$ cat src/rtl/graphics_pkg.sv
// Shared graphics types: default viewport size, iterator state and screen-space coordinate types.
package graphics_pkg;

  localparam int HRES_DEFAULT    = 320;
  localparam int VRES_DEFAULT    = 180;
  localparam int X_WIDTH_DEFAULT = 18;
  localparam int Y_WIDTH_DEFAULT = 20;

  typedef enum logic [1:0] {IDLE, SETUP, ITER} state_e;

  // Screen-space positions carry one extra bit so the viewport offset cannot overflow.
  typedef logic signed [X_WIDTH_DEFAULT:0] scr_x_t;
  typedef logic signed [Y_WIDTH_DEFAULT:0] scr_y_t;

  typedef logic [$clog2(HRES_DEFAULT)-1:0] hcount_t;
  typedef logic [$clog2(VRES_DEFAULT)-1:0] vcount_t;

endpackage

$ cat src/rtl/min_max3.sv
// Combinational signed minimum and maximum of three values.
module min_max3 #(
  parameter int WIDTH = 8
) (
  input  logic signed [WIDTH-1:0] a_i,
  input  logic signed [WIDTH-1:0] b_i,
  input  logic signed [WIDTH-1:0] c_i,
  output logic signed [WIDTH-1:0] min_o,
  output logic signed [WIDTH-1:0] max_o
);

  always_comb begin
    min_o = a_i;
    max_o = a_i;
    if (b_i < min_o) min_o = b_i;
    if (b_i > max_o) max_o = b_i;
    if (c_i < min_o) min_o = c_i;
    if (c_i > max_o) max_o = c_i;
  end

endmodule

$ cat src/rtl/tri_bbox_iter.sv
// Accepts one triangle, computes its viewport-clamped bounding box and streams every
// pixel of the box row-major to the rasterizer with the triangle data held alongside.
module tri_bbox_iter
  import graphics_pkg::*;
#(
  parameter int X_WIDTH     = X_WIDTH_DEFAULT,
  parameter int Y_WIDTH     = Y_WIDTH_DEFAULT,
  parameter int ZWIDTH      = 16,
  parameter int COLOR_WIDTH = 16,
  parameter int HRES        = HRES_DEFAULT,
  parameter int VRES        = VRES_DEFAULT
) (
  input  logic                              clk_in,
  input  logic                              rst_in,
  input  logic                              valid_in,
  output logic                              ready_out,
  input  logic [2:0][X_WIDTH-1:0]           x_in,
  input  logic [2:0][Y_WIDTH-1:0]           y_in,
  input  logic [2:0][ZWIDTH-1:0]            z_in,
  input  logic [COLOR_WIDTH-1:0]            color_in,
  input  logic                              ready_in,
  output logic                              valid_out,
  output logic [$clog2(HRES)-1:0]           hcount_out,
  output logic [$clog2(VRES)-1:0]           vcount_out,
  output logic [2:0][X_WIDTH-1:0]           x_out,
  output logic [2:0][Y_WIDTH-1:0]           y_out,
  output logic [2:0][ZWIDTH-1:0]            z_out,
  output logic [COLOR_WIDTH-1:0]            color_out,
  output logic                              last_out
);

  localparam int SXW = X_WIDTH + 1;
  localparam int SYW = Y_WIDTH + 1;
  localparam int HW  = $clog2(HRES);
  localparam int VW  = $clog2(VRES);

  localparam logic [SXW-1:0]        XHalf = SXW'(HRES / 2);
  localparam logic [SYW-1:0]        YHalf = SYW'(VRES / 2);
  localparam logic signed [SXW-1:0] XLast = SXW'(HRES - 1);
  localparam logic signed [SYW-1:0] YLast = SYW'(VRES - 1);

  state_e                   state_q, state_d;
  logic [2:0][SXW-1:0]      sx_q, sx_d;
  logic [2:0][SYW-1:0]      sy_q, sy_d;
  logic [2:0][ZWIDTH-1:0]   z_q, z_d;
  logic [COLOR_WIDTH-1:0]   color_q, color_d;
  logic [HW-1:0]            xmin_q, xmin_d, xmax_q, xmax_d, h_q, h_d;
  logic [VW-1:0]            ymin_q, ymin_d, ymax_q, ymax_d, v_q, v_d;
  logic                     valid_q, valid_d;

  logic signed [SXW-1:0]    minx, maxx, xlo, xhi;
  logic signed [SYW-1:0]    miny, maxy, ylo, yhi;
  logic                     cull, at_last;

  min_max3 #(.WIDTH(SXW)) u_mm_x (
    .a_i   (sx_q[0]),
    .b_i   (sx_q[1]),
    .c_i   (sx_q[2]),
    .min_o (minx),
    .max_o (maxx)
  );

  min_max3 #(.WIDTH(SYW)) u_mm_y (
    .a_i   (sy_q[0]),
    .b_i   (sy_q[1]),
    .c_i   (sy_q[2]),
    .min_o (miny),
    .max_o (maxy)
  );

  // Clamp to the viewport in full signed width; an inverted range means nothing is visible.
  always_comb begin
    xlo  = minx[SXW-1] ? '0 : minx;
    xhi  = (maxx > XLast) ? XLast : maxx;
    ylo  = miny[SYW-1] ? '0 : miny;
    yhi  = (maxy > YLast) ? YLast : maxy;
    cull = (xlo > xhi) || (ylo > yhi);
  end

  assign at_last = (h_q == xmax_q) && (v_q == ymax_q);

  always_comb begin
    state_d = state_q;
    sx_d    = sx_q;
    sy_d    = sy_q;
    z_d     = z_q;
    color_d = color_q;
    xmin_d  = xmin_q;
    xmax_d  = xmax_q;
    ymin_d  = ymin_q;
    ymax_d  = ymax_q;
    h_d     = h_q;
    v_d     = v_q;
    valid_d = valid_q;
    case (state_q)
      IDLE: begin
        if (valid_in) begin
          for (int i = 0; i < 3; i++) begin
            sx_d[i] = {x_in[i][X_WIDTH-1], x_in[i]} + XHalf;
            sy_d[i] = {y_in[i][Y_WIDTH-1], y_in[i]} + YHalf;
          end
          z_d     = z_in;
          color_d = color_in;
          state_d = SETUP;
        end
      end
      SETUP: begin
        if (cull) begin
          state_d = IDLE;
        end else begin
          xmin_d  = xlo[HW-1:0];
          xmax_d  = xhi[HW-1:0];
          ymin_d  = ylo[VW-1:0];
          ymax_d  = yhi[VW-1:0];
          h_d     = xlo[HW-1:0];
          v_d     = ylo[VW-1:0];
          valid_d = 1'b1;
          state_d = ITER;
        end
      end
      ITER: begin
        if (valid_q && ready_in) begin
          if (at_last) begin
            valid_d = 1'b0;
            state_d = IDLE;
          end else if (h_q == xmax_q) begin
            h_d = xmin_q;
            v_d = v_q + VW'(1);
          end else begin
            h_d = h_q + HW'(1);
          end
        end
      end
      default: state_d = IDLE;
    endcase
  end

  always_ff @(posedge clk_in or posedge rst_in) begin
    if (rst_in) begin
      state_q <= IDLE;
      sx_q    <= '0;
      sy_q    <= '0;
      z_q     <= '0;
      color_q <= '0;
      xmin_q  <= '0;
      xmax_q  <= '0;
      ymin_q  <= '0;
      ymax_q  <= '0;
      h_q     <= '0;
      v_q     <= '0;
      valid_q <= 1'b0;
    end else begin
      state_q <= state_d;
      sx_q    <= sx_d;
      sy_q    <= sy_d;
      z_q     <= z_d;
      color_q <= color_d;
      xmin_q  <= xmin_d;
      xmax_q  <= xmax_d;
      ymin_q  <= ymin_d;
      ymax_q  <= ymax_d;
      h_q     <= h_d;
      v_q     <= v_d;
      valid_q <= valid_d;
    end
  end

  always_comb begin
    for (int i = 0; i < 3; i++) begin
      x_out[i] = sx_q[i][X_WIDTH-1:0];
      y_out[i] = sy_q[i][Y_WIDTH-1:0];
    end
  end

  assign ready_out  = (state_q == IDLE);
  assign valid_out  = valid_q;
  assign hcount_out = h_q;
  assign vcount_out = v_q;
  assign z_out      = z_q;
  assign color_out  = color_q;
  assign last_out   = valid_q && at_last;

endmodule

$ cat config.mk
export PLATFORM = sky130hd
export DESIGN_NAME = tri_bbox_iter
export DESIGN_NICKNAME = d
export VERILOG_FILES = /design/src/rtl/graphics_pkg.sv /design/src/rtl/min_max3.sv /design/src/rtl/tri_bbox_iter.sv
export SDC_FILE = /design/constraint.sdc
export NUM_CORES = 1
export LEC_CHECK = 0
export CAP_MARGIN = 20
export CORE_MARGIN = 4
export CORE_UTILIZATION = 57
export DETAILED_ROUTE_END_ITERATION = 16
export PLACE_DENSITY = 0.88
export SETUP_SLACK_MARGIN = 0.5
export SYNTH_ARGS = -nofsm -noshare
export SYNTH_HDL_FRONTEND = slang
export SYNTH_HIERARCHICAL = 1
export SYNTH_SLANG_ARGS = --single-unit
$ cat constraint.sdc
create_clock -name clk_in -period 18.36 [get_ports clk_in]
set_input_delay 5.508 -clock clk_in [delete_from_list [all_inputs] [get_ports clk_in]]
set_output_delay 5.508 -clock clk_in [all_outputs]
set_load 0.01 [all_outputs]
* Word-level counts from Yosys, hierarchy flattened
Index checks and enable logic that the tools add are counted.
** Operators by class
- Add/sub/neg operators :: 8
- Order comparisons :: 12
- Equal/unequal tests :: 10
- Mux-type cells :: 31
- Bitwise operators :: 1
- Reduce and logical (&&, ||, !) cells :: 12
** Operator list (count)
- 21-bit two-way mux :: 5
- 19-bit two-way mux :: 5
- 20-bit by 8-bit adder with 21-bit output (second input constant) :: 3
- 21-bit greater-than comparator :: 3
- 18-bit by 9-bit adder with 19-bit output (second input constant) :: 3
- 19-bit greater-than comparator :: 3
- 21-bit < comparator :: 2
- 19-bit < comparator :: 2
- 9-bit two-way mux :: 4
- 8-bit two-way mux :: 4
- 21-bit by 9-bit greater-than comparator with 1-bit output (second input constant) :: 1
- 20-bit two-way mux :: 1
- 19-bit by 10-bit greater-than comparator with 1-bit output (second input constant) :: 1
- 18-bit two-way mux :: 1
- 9-bit case mux with 2 select lines :: 1
- 8-bit case mux with 2 select lines :: 1
- 2-bit != test (second input constant) :: 6
- 9-bit by 1-bit adder with 9-bit output (second input constant) :: 1
- 9-bit equality test :: 1
- 8-bit by 1-bit adder with 8-bit output (second input constant) :: 1
- 8-bit equality test :: 1
- 2-bit two-way mux :: 4
- 4-bit AND reduction :: 2
- 2-bit case mux with 3 select lines :: 1
- 12 further kinds :: 17
** Storage, ports and cells
- Register bits :: 230
- Logic and storage cells :: 91

* Depth between registers and ports, before layout
- Word-level depth :: 10
- Mapped depth :: 36
- Depth with buffers taken out :: 29

* Cells and area by module
The synthesis kept the hierarchy.
** Modules (own cells, without submodules)
- tri_bbox_iter :: instances 1, cells each 1483, area an instance 12842.3 um2, seq. area each 5755.5 um2
- min_max3 (u_mm_y) :: instances 1, cells each 400, area an instance 2891.5 um2, seq. area each 0.0 um2
- min_max3 (u_mm_x) :: instances 1, cells each 295, area an instance 2426.1 um2, seq. area each 0.0 um2

* Worst setup path before layout
OpenSTA, ideal clock, no wires.
- Path type :: reg2out
- Start :: register h_q[6], in the netlist hcount_out[6]
- End :: output last_out
- Arrival :: 1.717 ns
- Required time :: 12.852 ns
- Path slack :: 11.135 ns
- Stages on the path, launching flop included :: 6
- Path buffers :: 1
- Cells stage by stage :: dfrtp_1 > xnor2_1 > nand3_1 > nor4_4 > clkbuf_1 > and3_1
** Between the ends
- Word-level cells in the longest chain between the ends :: 3
** RTL lines
- start, declared :: RTL line tri_bbox_iter.sv:47 : logic [HW-1:0] xmin_q, xmin_d, xmax_q, xmax_d, h_q, h_d;
- start signal, assigned :: RTL line tri_bbox_iter.sv:149 : h_q <= '0;
- start signal, assigned :: RTL line tri_bbox_iter.sv:162 : h_q <= h_d;
- 9-bit equality test :: RTL line tri_bbox_iter.sv:80 : assign at_last = (h_q == xmax_q) && (v_q == ymax_q);
- 1-bit logical AND :: RTL line tri_bbox_iter.sv:80
- 1-bit logical AND :: RTL line tri_bbox_iter.sv:181 : assign last_out = valid_q && at_last;
- end, declared :: RTL line tri_bbox_iter.sv:29 : output logic last_out
Every way passes these cells.

* Final worst setup path
- Start :: register sx_q (netlist bit x_out[13])
- End :: register h_q[3], in the netlist hcount_out[3]
** Between the ends
- Word-level cells in the longest chain between the ends :: 10
** RTL lines
- start, declared :: RTL line tri_bbox_iter.sv:43 : logic [2:0][SXW-1:0] sx_q, sx_d;
- start signal, assigned :: RTL line tri_bbox_iter.sv:141 : sx_q <= '0;
- start signal, assigned :: RTL line tri_bbox_iter.sv:154 : sx_q <= sx_d;
- 19-bit greater-than comparator :: RTL line min_max3.sv:16 : if (b_i > max_o) max_o = b_i;
- 19-bit two-way mux (*) :: RTL line min_max3.sv:16
- 19-bit greater-than comparator :: RTL line min_max3.sv:18 : if (c_i > max_o) max_o = c_i;
- 19-bit two-way mux (*) :: RTL line min_max3.sv:18
- via maxx[6] :: RTL line tri_bbox_iter.sv:51 : logic signed [SXW-1:0] minx, maxx, xlo, xhi;
- 19-bit by 10-bit greater-than comparator with 1-bit output :: RTL line tri_bbox_iter.sv:74 : xhi = (maxx > XLast) ? XLast : maxx;
- 19-bit two-way mux (*) :: RTL line tri_bbox_iter.sv:74
- 19-bit greater-than comparator (*) :: RTL line tri_bbox_iter.sv:77 : cull = (xlo > xhi) || (ylo > yhi);
- 1-bit logical OR (*) :: RTL line tri_bbox_iter.sv:77
- 2-bit != test (no source line) (*)
- 4-bit AND reduction (no source line) (*)
Mark *: on every way through the listed nets, which the timed path passes. The rest lies on a longest branch. The select of a mux whose other input is x is not followed.
A chain may end at the register's enable or synchronous reset.

==> flow_metrics.py <==
metrics = {
    "synth": {
        "synth_top_family_by_area": "simple AND/OR/NAND/NOR gates",
        "ys_warn_count": 6,
        "yosysMostFrequentCell": "nand2_1",
        "synth_edf_count": 0,
        "synth_fp_nets": 2524,
        "syn_avg_cell_area_um2": 8.34,
        "synth_top_cell_by_area": "dfrtp_1",
        "synth-seq-area-share": 0.317,
        "synth_simple_gate_area_frac": 0.214,
        "synth_commonest_cells": "464 x nand2_1, 230 x dfrtp_1, 164 x ha_1, 150 x o21ai_0, 125 x buf_4",
        "yosys-mux-area-fraction": 0.0734,
        "synth_area_um2": 18200,
        "synthCells": 2178,
        "synth_compound_area_frac": 0.144,
        "synth_xor_area_frac": 0.0471,
        "synthAdderAreaFrac": 0.113,
        "ys_ff_latch": 230,
        "synth_cell_types": 83,
        "synthFlopType": "dfrtp_1",
        "synth.area.top_cells": "dfrtp_1 32%, ha_1 11%, nand2_1 9.6%",
        "ys_async_sr_fraction": 1.00,
        "synth_top_area_share": 0.317,
    },
    "critical_path": {
        "crit_family": "compound AO/OA/AOI/OAI gates",
        "cp_num_cells": 28,
        "crit_path_max_fanout": 58,
        "reg2reg_depth": 28,
        "crit_required_ns": 18.77,
        "critPathBufInv": 4,
        "slowest_delay_ns": 0.63,
        "critPathKind": "flip-flop to flip-flop",
        "worst-endpoint-arrival_ns": 9.30,
        "cp-start-kind": "flip-flop",
        "crit_slowest_cell": "a41oi_1",
        "end_kind": "flip-flop",
    },
    "grt": {
        "grt_max_degree": 106,
        "grt_pass1_vias": 16800,
        "gr-total-overflow": 0,
        "grt_usage": 0.332,
        "grt_pass1_wl_um": 94200,
        "antenna_found_initial": 2,
    },
    "die": {
        "core_um2": 31500,
        "std_cell_rows": 65,
        "die_area_um2": 34800,
        "die_y_um": 186,
        "num_io_pins": 380,
        "initial_core_util": 0.577,
        "die_x_um": 186,
    },
    "routing": {
        "dr_total_vias": 17100,
        "viasPerCell": 6.08,
        "wirelength_um": 60600,
        "wl_per_cell_um": 21.5,
        "drcViolationCount": 0,
        "drtIter0Drc": 1678,
        "drt-pass1-iter-count": 6,
        "ant_nets": 0,
    },
    "finish": {
        "antenna_cells": 0,
        "num-nets-final": 2742,
        "synthToLayoutAreaGrowth_pct": 22.5,
        "stdcell_count": 2815,
        "drive_gt1_frac": 0.0493,
    },
    "status": {
        "status": "complete, no violations",
    },
    "clock_tree": {
        "cts_sinks": 230,
        "cts_buffer_depth": 3,
        "cts_tree": "done",
        "htreeDepth": 1,
        "cts_hold_buf": 0,
        "clk_latency_ns": 0.56,
        "path_clk_slew_ns": 0.06,
        "cts_setup_buffers": 0,
        "cts_resized": 0,
        "cts_root_buffer": "clkbuf_16",
        "numCtsBuffers": 27,
    },
    "flow_run": {
        "maxCapViolCount": 0,
    },
    "timing": {
        "slew-limit-headroom": 0.299,
        "rsz0062_at_grt": "no",
        "slew_violations": 0,
        "tns_ns": 0,
        "period_share": 0.484,
        "clock-skew-final_ns": 0.0270,
        "hold_viol": 0,
        "worstMarginPinSlew_ns": 1.05,
        "fmax_ghz": 0.113,
        "fin_crit_ns": 8.89,
        "whs_ns": 0.473,
        "finalSetupViolations": 0,
    },
    "placement": {
        "place_congestion": 0.965,
        "dp_cells": 2769,
        "dp_hpwl_um": 46600,
        "port_buffers": 379,
    },
    "worst_hold_path": {
        "hold_class": "flip-flop to flip-flop",
        "holdPathStages": 2,
    },
}
-- cell type report --
| type | count | area [um^2] |
|---|---|---|
| multi-input combinational | 1645 | 10800 |
| fill | 2403 | 9230 |
| sequential | 230 | 5760 |
| timing repair buffer | 400 | 3980 |
| clock buffer | 36 | 759 |
| tap | 402 | 503 |
| inverter | 92 | 354 |
| clock inverter | 10 | 115 |
-- metal layers --
layer	wire length, um	track usage	vias up
met2	27100	0.524	911
met3	6170	0.0917	180
met5	27	0	-
met4	2620	0.127	4
li1	-	-	7934
met1	24700	0.440	8074
-- cells in the final DEF, fill, tap and decap left out, drive strengths merged, types with 21 or more instances in the layout --
master	Yosys	layout
a31oi	40	40
nand3	66	66
nand4	53	53
clkbuf	68	36
inv	92	91
nor2	105	105
nor2b	47	47
nand2	465	465
ha	164	164
dfrtp	230	230
a21o	31	31
a311oi	21	21
xnor2	51	51
buf	143	21
o21ai	157	157
clkdlybuf4s50	0	379
mux2	22	22
mux2i	108	108
xor2	45	45
a21oi	60	60
-- registers in the layout (all words and copies together), names as in the netlist --
name and flops:
y_out 60, x_out 54, z_out 48, color_out 16, hcount_out 9, xmax_q 9
xmin_q 9, vcount_out 8, ymax_q 8, sx_q 3, sy_q 3, state_q 2
valid_out 1
-- logic make-up after synthesis --
family | count (synthesis)
XOR/XNOR | 96
multiplexers | 130
AND/OR/NAND/NOR | 847
flip-flops | 230
adder cells (fa/ha/maj) | 164
buffers and inverters | 303
AO/OA/AOI/OAI | 408
-- path summary, 6_finish.rpt --
check	startpoint	end	slack (ns)
max	x_out[13]	hcount_out[3]	9.47
min	z_out[27]	z_out[27]	0.47
max reg2reg	x_out[13]	hcount_out[3]	9.47
min reg2reg	z_out[27]	z_out[27]	0.47
max in group asynchronous	rst_in	xmax_q[7]	10.65
min in group asynchronous	rst_in	z_out[26]	5.48
-- metrics by stage --
stage | utilization | setup WS [ns] | area, um^2
6_report | 0.707 | 9.47 | 22200
3_5_place_dp | 0.679 | 9.72 | 21400
4_1_cts | 0.707 | 9.73 | 22200
2_1_floorplan | - | 6.55 | 18200
3_3_place_gp | 0.678 | 9.56 | 21300
5_1_grt | 0.707 | 9.02 | 22200
-- tightest hold or removal path: stages, from the launching register on --
cell	delay [ns]
dfrtp_1	0.34
nand2_1	0.05
nand2_1	0.05
Power is not shown: default switching activity piles up to over one toggle a cycle in this logic, so the estimate is an artifact.
